$ cat src/rtl/fifo_ctrl_pkg.sv
// Shared constants for the unique-push FIFO controller: response codes, FSM encoding and
// the duplicate-counter width.
package fifo_ctrl_pkg;

    localparam int unsigned DUP_CNT_WIDTH = 16;

    typedef logic [1:0] resp_code_t;
    typedef logic [2:0] state_t;

    localparam resp_code_t RESP_PUSHED  = 2'd0;
    localparam resp_code_t RESP_DUP     = 2'd1;
    localparam resp_code_t RESP_FULL    = 2'd2;
    localparam resp_code_t RESP_TIMEOUT = 2'd3;

    localparam state_t S_IDLE     = 3'd0;
    localparam state_t S_EVAL     = 3'd1;
    localparam state_t S_CHK_REQ  = 3'd2;
    localparam state_t S_CHK_WAIT = 3'd3;
    localparam state_t S_WRITE    = 3'd4;
    localparam state_t S_RESP     = 3'd5;

endpackage

$ cat src/rtl/fifo_uniq_push_arb_if.sv
// Bundle of requester handshake, status and checked-FIFO signals around the arbiter.
// slave is the arbiter's view; master is the requester/FIFO side.
interface fifo_uniq_push_arb_if
    import fifo_ctrl_pkg::*;
#(
    parameter int unsigned NUM_REQ    = 4,
    parameter int unsigned ID_WIDTH   = 2,
    parameter int unsigned DATA_WIDTH = 32
) ();

    logic [NUM_REQ-1:0]            req_vld;
    logic [NUM_REQ*DATA_WIDTH-1:0] req_dat;
    logic [NUM_REQ-1:0]            req_ack;
    logic                          resp_vld;
    logic [1:0]                    resp_code;
    logic [ID_WIDTH-1:0]           resp_id;
    logic                          busy;
    logic [DUP_CNT_WIDTH-1:0]      dup_cnt;
    logic                          ff_wren;
    logic [DATA_WIDTH-1:0]         ff_wdat;
    logic                          ff_full;
    logic                          ff_empty;
    logic                          ff_check_req;
    logic [DATA_WIDTH-1:0]         ff_check_dat;
    logic                          ff_check_res;
    logic                          ff_check_vld;

    modport slave (
        input  req_vld, req_dat, ff_full, ff_empty, ff_check_res, ff_check_vld,
        output req_ack, resp_vld, resp_code, resp_id, busy, dup_cnt,
        output ff_wren, ff_wdat, ff_check_req, ff_check_dat
    );

    modport master (
        output req_vld, req_dat, ff_full, ff_empty, ff_check_res, ff_check_vld,
        input  req_ack, resp_vld, resp_code, resp_id, busy, dup_cnt,
        input  ff_wren, ff_wdat, ff_check_req, ff_check_dat
    );

endinterface

$ cat src/rtl/rr_arbiter.sv
// Combinational round-robin pick: first unmasked request at or above ptr_i, wrapping.
module rr_arbiter #(
    parameter int unsigned NUM_REQ  = 4,
    parameter int unsigned ID_WIDTH = 2
) (
    input  logic [NUM_REQ-1:0]  req_i,
    input  logic [NUM_REQ-1:0]  mask_i,
    input  logic [ID_WIDTH-1:0] ptr_i,
    output logic [ID_WIDTH-1:0] gnt_id_o,
    output logic                gnt_vld_o
);

    logic [NUM_REQ-1:0] eff;
    logic [NUM_REQ-1:0] rot;

    assign eff = req_i & ~mask_i;
    // Rotating the doubled vector puts the pointer's requester at bit 0.
    assign rot = NUM_REQ'({eff, eff} >> ptr_i);

    always_comb begin
        gnt_vld_o = 1'b0;
        gnt_id_o  = '0;
        for (int unsigned k = 0; k < NUM_REQ; k++) begin
            if (!gnt_vld_o && rot[k]) begin
                gnt_vld_o = 1'b1;
                gnt_id_o  = ID_WIDTH'((32'(ptr_i) + k) % NUM_REQ);
            end
        end
    end

endmodule

$ cat src/rtl/fifo_uniq_push_arb.sv
// Round-robin sequencer that pushes a requester's word into the shared FIFO only when the
// FIFO's content check reports it absent, returning PUSHED/DUP/FULL/TIMEOUT per request.
module fifo_uniq_push_arb
    import fifo_ctrl_pkg::*;
#(
    parameter int unsigned NUM_REQ     = 4,
    parameter int unsigned ID_WIDTH    = 2,
    parameter int unsigned DATA_WIDTH  = 32,
    parameter int unsigned CHK_TIMEOUT = 40
) (
    input logic                 clk,
    input logic                 rst,
    fifo_uniq_push_arb_if.slave bus
);

    localparam int unsigned TW = $clog2(CHK_TIMEOUT) + 1;

    state_t                   state_q, state_d;
    logic [ID_WIDTH-1:0]      rr_ptr_q, rr_ptr_d;
    logic [ID_WIDTH-1:0]      cur_id_q, cur_id_d;
    logic [DATA_WIDTH-1:0]    cur_dat_q, cur_dat_d;
    logic [TW-1:0]            tmo_q, tmo_d;
    logic [DUP_CNT_WIDTH-1:0] dup_cnt_q, dup_cnt_d;
    logic                     served_q;

    logic [NUM_REQ-1:0]       req_ack_q, req_ack_d;
    logic                     resp_vld_q, resp_vld_d;
    resp_code_t               resp_code_q, resp_code_d;
    logic [ID_WIDTH-1:0]      resp_id_q, resp_id_d;
    logic                     busy_q, busy_d;
    logic                     ff_wren_q, ff_wren_d;
    logic [DATA_WIDTH-1:0]    ff_wdat_q, ff_wdat_d;
    logic                     ff_check_req_q, ff_check_req_d;
    logic [DATA_WIDTH-1:0]    ff_check_dat_q, ff_check_dat_d;

    logic [NUM_REQ-1:0]       mask;
    logic [ID_WIDTH-1:0]      gnt_id;
    logic                     gnt_vld;
    logic [DATA_WIDTH-1:0]    gnt_dat;

    // The requester served last cycle sits out one arbitration round.
    assign mask = served_q ? (NUM_REQ'(1) << cur_id_q) : '0;

    rr_arbiter #(
        .NUM_REQ  (NUM_REQ),
        .ID_WIDTH (ID_WIDTH)
    ) u_rr_arbiter (
        .req_i     (bus.req_vld),
        .mask_i    (mask),
        .ptr_i     (rr_ptr_q),
        .gnt_id_o  (gnt_id),
        .gnt_vld_o (gnt_vld)
    );

    always_comb begin
        gnt_dat = '0;
        for (int unsigned k = 0; k < NUM_REQ; k++) begin
            if (gnt_id == ID_WIDTH'(k)) begin
                gnt_dat = bus.req_dat[k*DATA_WIDTH +: DATA_WIDTH];
            end
        end
    end

    always_comb begin
        state_d        = state_q;
        rr_ptr_d       = rr_ptr_q;
        cur_id_d       = cur_id_q;
        cur_dat_d      = cur_dat_q;
        tmo_d          = tmo_q;
        dup_cnt_d      = dup_cnt_q;
        req_ack_d      = '0;
        resp_vld_d     = 1'b0;
        resp_code_d    = RESP_PUSHED;
        resp_id_d      = '0;
        ff_wren_d      = 1'b0;
        ff_wdat_d      = '0;
        ff_check_req_d = 1'b0;
        ff_check_dat_d = ff_check_dat_q;

        unique case (state_q)
            S_IDLE: begin
                if (gnt_vld) begin
                    cur_id_d  = gnt_id;
                    cur_dat_d = gnt_dat;
                    state_d   = S_EVAL;
                end
            end
            S_EVAL: begin
                if (bus.ff_full) begin
                    resp_code_d = RESP_FULL;
                    state_d     = S_RESP;
                end else if (bus.ff_empty) begin
                    // A search of an empty FIFO never terminates; nothing to collide with.
                    state_d = S_WRITE;
                end else begin
                    ff_check_req_d = 1'b1;
                    ff_check_dat_d = cur_dat_q;
                    state_d        = S_CHK_REQ;
                end
            end
            S_CHK_REQ: begin
                tmo_d   = '0;
                state_d = S_CHK_WAIT;
            end
            S_CHK_WAIT: begin
                tmo_d = tmo_q + TW'(1);
                if (bus.ff_check_vld) begin
                    ff_check_dat_d = '0;
                    if (bus.ff_check_res) begin
                        resp_code_d = RESP_DUP;
                        state_d     = S_RESP;
                    end else begin
                        state_d = S_WRITE;
                    end
                end else if (tmo_q == TW'(CHK_TIMEOUT - 1)) begin
                    ff_check_dat_d = '0;
                    resp_code_d    = RESP_TIMEOUT;
                    state_d        = S_RESP;
                end
            end
            S_WRITE: begin
                state_d = S_RESP;
                if (bus.ff_full) begin
                    resp_code_d = RESP_FULL;
                end else begin
                    resp_code_d = RESP_PUSHED;
                    ff_wren_d   = 1'b1;
                    ff_wdat_d   = cur_dat_q;
                end
            end
            S_RESP: begin
                rr_ptr_d = (cur_id_q == ID_WIDTH'(NUM_REQ - 1)) ? '0 : cur_id_q + ID_WIDTH'(1);
                state_d  = S_IDLE;
            end
            default: state_d = S_IDLE;
        endcase

        // Response outputs are registered, so they are loaded on the edge entering RESP.
        if (state_d == S_RESP && state_q != S_RESP) begin
            req_ack_d  = NUM_REQ'(1) << cur_id_q;
            resp_vld_d = 1'b1;
            resp_id_d  = cur_id_q;
            if (resp_code_d == RESP_DUP && dup_cnt_q != '1) begin
                dup_cnt_d = dup_cnt_q + DUP_CNT_WIDTH'(1);
            end
        end else begin
            resp_code_d = RESP_PUSHED;
        end

        busy_d = (state_d != S_IDLE);
    end

    always_ff @(posedge clk) begin
        if (rst) begin
            state_q        <= S_IDLE;
            rr_ptr_q       <= '0;
            cur_id_q       <= '0;
            cur_dat_q      <= '0;
            tmo_q          <= '0;
            dup_cnt_q      <= '0;
            served_q       <= 1'b0;
            req_ack_q      <= '0;
            resp_vld_q     <= 1'b0;
            resp_code_q    <= RESP_PUSHED;
            resp_id_q      <= '0;
            busy_q         <= 1'b0;
            ff_wren_q      <= 1'b0;
            ff_wdat_q      <= '0;
            ff_check_req_q <= 1'b0;
            ff_check_dat_q <= '0;
        end else begin
            state_q        <= state_d;
            rr_ptr_q       <= rr_ptr_d;
            cur_id_q       <= cur_id_d;
            cur_dat_q      <= cur_dat_d;
            tmo_q          <= tmo_d;
            dup_cnt_q      <= dup_cnt_d;
            served_q       <= (state_q == S_RESP);
            req_ack_q      <= req_ack_d;
            resp_vld_q     <= resp_vld_d;
            resp_code_q    <= resp_code_d;
            resp_id_q      <= resp_id_d;
            busy_q         <= busy_d;
            ff_wren_q      <= ff_wren_d;
            ff_wdat_q      <= ff_wdat_d;
            ff_check_req_q <= ff_check_req_d;
            ff_check_dat_q <= ff_check_dat_d;
        end
    end

    assign bus.req_ack      = req_ack_q;
    assign bus.resp_vld     = resp_vld_q;
    assign bus.resp_code    = resp_code_q;
    assign bus.resp_id      = resp_id_q;
    assign bus.busy         = busy_q;
    assign bus.dup_cnt      = dup_cnt_q;
    assign bus.ff_wren      = ff_wren_q;
    assign bus.ff_wdat      = ff_wdat_q;
    assign bus.ff_check_req = ff_check_req_q;
    assign bus.ff_check_dat = ff_check_dat_q;

endmodule

$ cat src/flat_wrapper.sv
// flat-port wrapper written by rule: the top's interface ports become plain ports
module fifo_uniq_push_arb_flat import fifo_ctrl_pkg::*;
#(
    parameter int unsigned NUM_REQ     = 4,
    parameter int unsigned ID_WIDTH    = 2,
    parameter int unsigned DATA_WIDTH  = 32,
    parameter int unsigned CHK_TIMEOUT = 40
)
  (clk, rst, bus_req_vld, bus_req_dat, bus_ff_full, bus_ff_empty, bus_ff_check_res, bus_ff_check_vld, bus_req_ack, bus_resp_vld, bus_resp_code, bus_resp_id, bus_busy, bus_dup_cnt, bus_ff_wren, bus_ff_wdat, bus_ff_check_req, bus_ff_check_dat);
  fifo_uniq_push_arb_if #(.NUM_REQ(NUM_REQ), .ID_WIDTH(ID_WIDTH), .DATA_WIDTH(DATA_WIDTH)) bus_i ();
  input logic clk;
  input logic rst;
  input wire logic [$bits(bus_i.req_vld)-1:0] bus_req_vld;
  input wire logic [$bits(bus_i.req_dat)-1:0] bus_req_dat;
  input wire logic [$bits(bus_i.ff_full)-1:0] bus_ff_full;
  input wire logic [$bits(bus_i.ff_empty)-1:0] bus_ff_empty;
  input wire logic [$bits(bus_i.ff_check_res)-1:0] bus_ff_check_res;
  input wire logic [$bits(bus_i.ff_check_vld)-1:0] bus_ff_check_vld;
  output wire logic [$bits(bus_i.req_ack)-1:0] bus_req_ack;
  output wire logic [$bits(bus_i.resp_vld)-1:0] bus_resp_vld;
  output wire logic [$bits(bus_i.resp_code)-1:0] bus_resp_code;
  output wire logic [$bits(bus_i.resp_id)-1:0] bus_resp_id;
  output wire logic [$bits(bus_i.busy)-1:0] bus_busy;
  output wire logic [$bits(bus_i.dup_cnt)-1:0] bus_dup_cnt;
  output wire logic [$bits(bus_i.ff_wren)-1:0] bus_ff_wren;
  output wire logic [$bits(bus_i.ff_wdat)-1:0] bus_ff_wdat;
  output wire logic [$bits(bus_i.ff_check_req)-1:0] bus_ff_check_req;
  output wire logic [$bits(bus_i.ff_check_dat)-1:0] bus_ff_check_dat;
  assign bus_i.req_vld = bus_req_vld;
  assign bus_i.req_dat = bus_req_dat;
  assign bus_i.ff_full = bus_ff_full;
  assign bus_i.ff_empty = bus_ff_empty;
  assign bus_i.ff_check_res = bus_ff_check_res;
  assign bus_i.ff_check_vld = bus_ff_check_vld;
  assign bus_req_ack = bus_i.req_ack;
  assign bus_resp_vld = bus_i.resp_vld;
  assign bus_resp_code = bus_i.resp_code;
  assign bus_resp_id = bus_i.resp_id;
  assign bus_busy = bus_i.busy;
  assign bus_dup_cnt = bus_i.dup_cnt;
  assign bus_ff_wren = bus_i.ff_wren;
  assign bus_ff_wdat = bus_i.ff_wdat;
  assign bus_ff_check_req = bus_i.ff_check_req;
  assign bus_ff_check_dat = bus_i.ff_check_dat;
  fifo_uniq_push_arb #(.NUM_REQ(NUM_REQ), .ID_WIDTH(ID_WIDTH), .DATA_WIDTH(DATA_WIDTH), .CHK_TIMEOUT(CHK_TIMEOUT)) u_core (.clk(clk), .rst(rst), .bus(bus_i));
endmodule
$ cat config.mk
export PLATFORM = sky130hd
export DESIGN_NAME = fifo_uniq_push_arb_flat
export DESIGN_NICKNAME = d
export VERILOG_FILES = /design/src/rtl/fifo_ctrl_pkg.sv /design/src/rtl/fifo_uniq_push_arb_if.sv /design/src/rtl/rr_arbiter.sv /design/src/rtl/fifo_uniq_push_arb.sv /design/src/flat_wrapper.sv
export SDC_FILE = /design/constraint.sdc
export NUM_CORES = 1
export LEC_CHECK = 0
export BUFFER_PORTS_ARGS = -buffer_cell sky130_fd_sc_hd__buf_2
export CAP_MARGIN = 20
export CORE_UTILIZATION = 56
export CTS_BUF_LIST = sky130_fd_sc_hd__clkbuf_4 sky130_fd_sc_hd__clkbuf_8
export DETAILED_ROUTE_END_ITERATION = 7
export GPL_TIMING_DRIVEN = 0
export PLACE_DENSITY = 0.88
export RECOVER_POWER = 50
export SLEW_MARGIN = 20
export SYNTH_ARGS = -nofsm -noshare
export SYNTH_HDL_FRONTEND = slang
export SYNTH_SLANG_ARGS = --single-unit
$ cat constraint.sdc
create_clock -name clk -period 5.96 [get_ports clk]
set_input_delay 0.298 -clock clk [delete_from_list [all_inputs] [get_ports clk]]
set_output_delay 0.298 -clock clk [all_outputs]
set_load 0.02 [all_outputs]
==> results.md <==
- Setup bufs post-CTS: 0
- Largest cells by area after synthesis: dfxtp_1 (42%), o221a_2 (5.3%), mux2i_1 (5.0%)
- Avg Inst Size Synth: 9.38 sq um
- Placer's final routability congestion estimate: 0.891
- Cells after Synth: 707
- Die width: 111 um
- Core Footprint: 11,500 sq um
- Max rail drop VDD: 0.251 mV
- Initial antenna violation count: 0
- Outcome: finished, final reports clean
- EDFF count, synth: 0
- Met2 wire length: 9380 um
- Seq. cell area: 2780 sq um
- Post-DR wirelength/cell: 18.0 um
- Nets: 1,100
- Num rows: 39
- Mapped Nets: 851
- I/O pin count: 230
- #FFs+latches synth: 139
- Clk sinks: 139
- HPWL after detailed placement: 14,300 um
- Critical path required time: 6.33 ns
- Fmax: 390 MHz
- Max_cap viols: 0
- Slew Limit Fails: 0
- Primary FF master, synth: dfxtp_1
- Worst slew pin tran: 0.651 ns
- Seq/Total Area, Yosys: 41.9%
- CP Launch Type: flop
- Final cell count without fillers: 1,111
- Final Hold Vio Count: 0
- Vias/cell: 5.88
- DR top layer: met4
- Hold Crit Class: primary input to flop
- DIE AREA: 12,300 sq um
- CTS tree: built
- Clock skew: 0.00986 ns
- CP Class: flop to flop
- Initial DRC Count: 540
- Post-synthesis cell type with the largest combined area: dfxtp_1
- Largest net degree at the start of global routing: 17
- Synth top cells by count: dfxtp_1 (139), nand2_1 (52), and2_1 (41), nand2b_1 (41), nor2_1 (37)
- Critical path arrival: 2.93 ns
- H-Tree Depth: 4
- Pleak: 3.34 nW
- # fillers: 928
- Area fraction of the dominant cell type after synthesis: 41.9%
- Ys Warns: 0
- Starting Density: 57.9%
- Count leader, synth: dfxtp_1
- Critical path peak fanout: 10
- TritonRoute pass-1 iters: 6
- Grt total ovfl: 0
- Clock buffer depth: 2
- Root Buffer: clkbuf_8
- Ant diodes: 0
- Clk Latency, worst-skew pair: 0.45 ns
- Syn-to-layout area delta: 25.4%
- WL final: 20,000 um
- Total GRT Usage: 32.4%
- Hold buffer count at cts: 0
- First-pass GRT wire length: 31,200 um
- Synthesized cell area: 6640 sq um
- Routed wl met3: 1680 um
- FFs w/ async S/R, synth: 0%
- Die Y: 111 um
- Post-CTS resize count: 0
- Power per cell area: 286 nW/um^2
- Vias in the first global route: 6,039
- Port Buf Inserts: 229
- Period minus WS final: 2.56 ns
- Placed cells: 1,080
- CTS buffer count: 17
- Final period util: 43.0%
- Post-route ant nets: 0
- Clock slew at reported path FFs: 0.08 ns
- Worst setup EP type: flop
- RSZ-0062 raised after global routing: false
- Multi-input logic area: 3560 sq um
- Max_slew headroom: 56.3%
- WL met1: 8430 um
- Share of post-route cells with drive strength above 1: 24.4%
- Drt drc: 0
- Total vias in the final route: 6,528
- TNS Setup: 0 ns
- Cell variety after synth: 62
- # setup viols final: 0
[layout make-up]
cell class	count	area share [%]
inverter	3	0.135
tap	143	2.15
sequential	139	33.4
timing repair buffer	230	12.4
buffer	58	3.23
multi-input combinational	507	42.8
clock inverter	11	2.60
clock buffer	20	3.16
[power breakdown]
part	leakage (nW)	total (W)	internal, W	switching (W)
Sequential	1.13	0.00101	0.000980	0.0000326
Clock	0.244	0.000924	0.000560	0.000364
Combinational	1.97	0.000444	0.000193	0.000251
[cells in the final DEF (no fill, tap or decap), types with 3 or more instances in the layout]
cell type,synthesis,final
nor3b_1,33,33
nand2b_1,41,41
nor2b_1,4,4
a21o_1,6,6
clkbuf_8,0,18
mux2i_1,33,33
clkbuf_1,36,131
dfxtp_1,139,139
and2_0,0,4
nand3b_1,6,6
nor4_1,5,5
a21oi_1,16,16
a2bb2oi_1,32,32
or3_1,3,3
o21ai_0,36,36
a311oi_1,29,29
and2_1,41,37
nand2_1,52,52
inv_1,3,3
buf_2,15,151
nor3_1,14,14
o21a_1,3,3
bufinv_16,0,6
nand3_1,14,14
nor2_1,37,37
ha_1,6,6
xnor2_1,11,11
a21bo_2,5,5
buf_6,5,4
or2_2,3,3
xor2_1,4,4
nand4_1,4,4
o221a_2,31,31
[final timing paths]
path                                              endpoint                         startpoint  depth (start not counted)  slack (ns)
setup / recovery         u_core.cur_dat_q[28]$_SDFFE_PP0P_    u_core.cur_id_q[0]$_SDFFE_PP0P_                          8        3.40
hold reg to reg   u_core.bus.ff_check_dat[12]$_SDFFE_PP0P_  u_core.cur_dat_q[12]$_SDFFE_PP0P_                          2        0.46
hold / removal           u_core.cur_dat_q[17]$_SDFFE_PP0P_                    bus_req_dat[17]                          3        0.11
setup reg to reg         u_core.cur_dat_q[28]$_SDFFE_PP0P_    u_core.cur_id_q[0]$_SDFFE_PP0P_                          8        3.40
[metal layers]
metal  global-route usage (%)  vias up
li1                         -     3104
met1                     40.4     3027
met2                     53.5      356
met3                     7.33       41
met4                     14.5        0
met5                        0        -
[worst max-delay path: stages, from the launching register on]
cell       delay (ns)
dfxtp_1          0.42
inv_1            0.09
ha_1             0.24
a21bo_2          0.26
a31oi_1          0.27
a21o_1           0.27
clkbuf_1         0.45
a311oi_1         0.24
a2bb2oi_1        0.22
[registers in the layout, indices dropped and copies added, names as in the netlist, 3 cells and up]
register                 cells
u_core.tmo_q                 7
u_core.state_q               3
u_core.bus.ff_check_dat     32
u_core.bus.req_ack           4
u_core.cur_dat_q            32
u_core.bus.dup_cnt          16
u_core.bus.ff_wdat          32
[cell families after synthesis]
kind of cell	after synthesis	share of synthesized area [%]
xor+xnor	15	1.98
simple gates	269	22.9
buf+inv	61	4.36
mux	33	4.98
fa+ha+maj	6	1.13
compound gates	184	22.7
flops	139	41.9
[metrics by stage]
stage | total power, W | worst slack, ns | area [sq um] | hold WS [ns] | utilization [%]
after floorplan | 0.00132 | 4.01 | 6640 | 0.438 | -
after global placement | 0.00146 | 3.36 | 7960 | 0.449 | 69.4
after detailed placement | 0.00147 | 3.52 | 7970 | 0.453 | 69.5
after CTS | 0.00238 | 3.45 | 8450 | 0.0917 | 73.7
after global routing | 0.00247 | 3.20 | 8320 | 0.0857 | 72.5
final | 0.00238 | 3.40 | 8320 | 0.109 | 72.5
No activity file was read; power rests on OpenSTA's default activity.
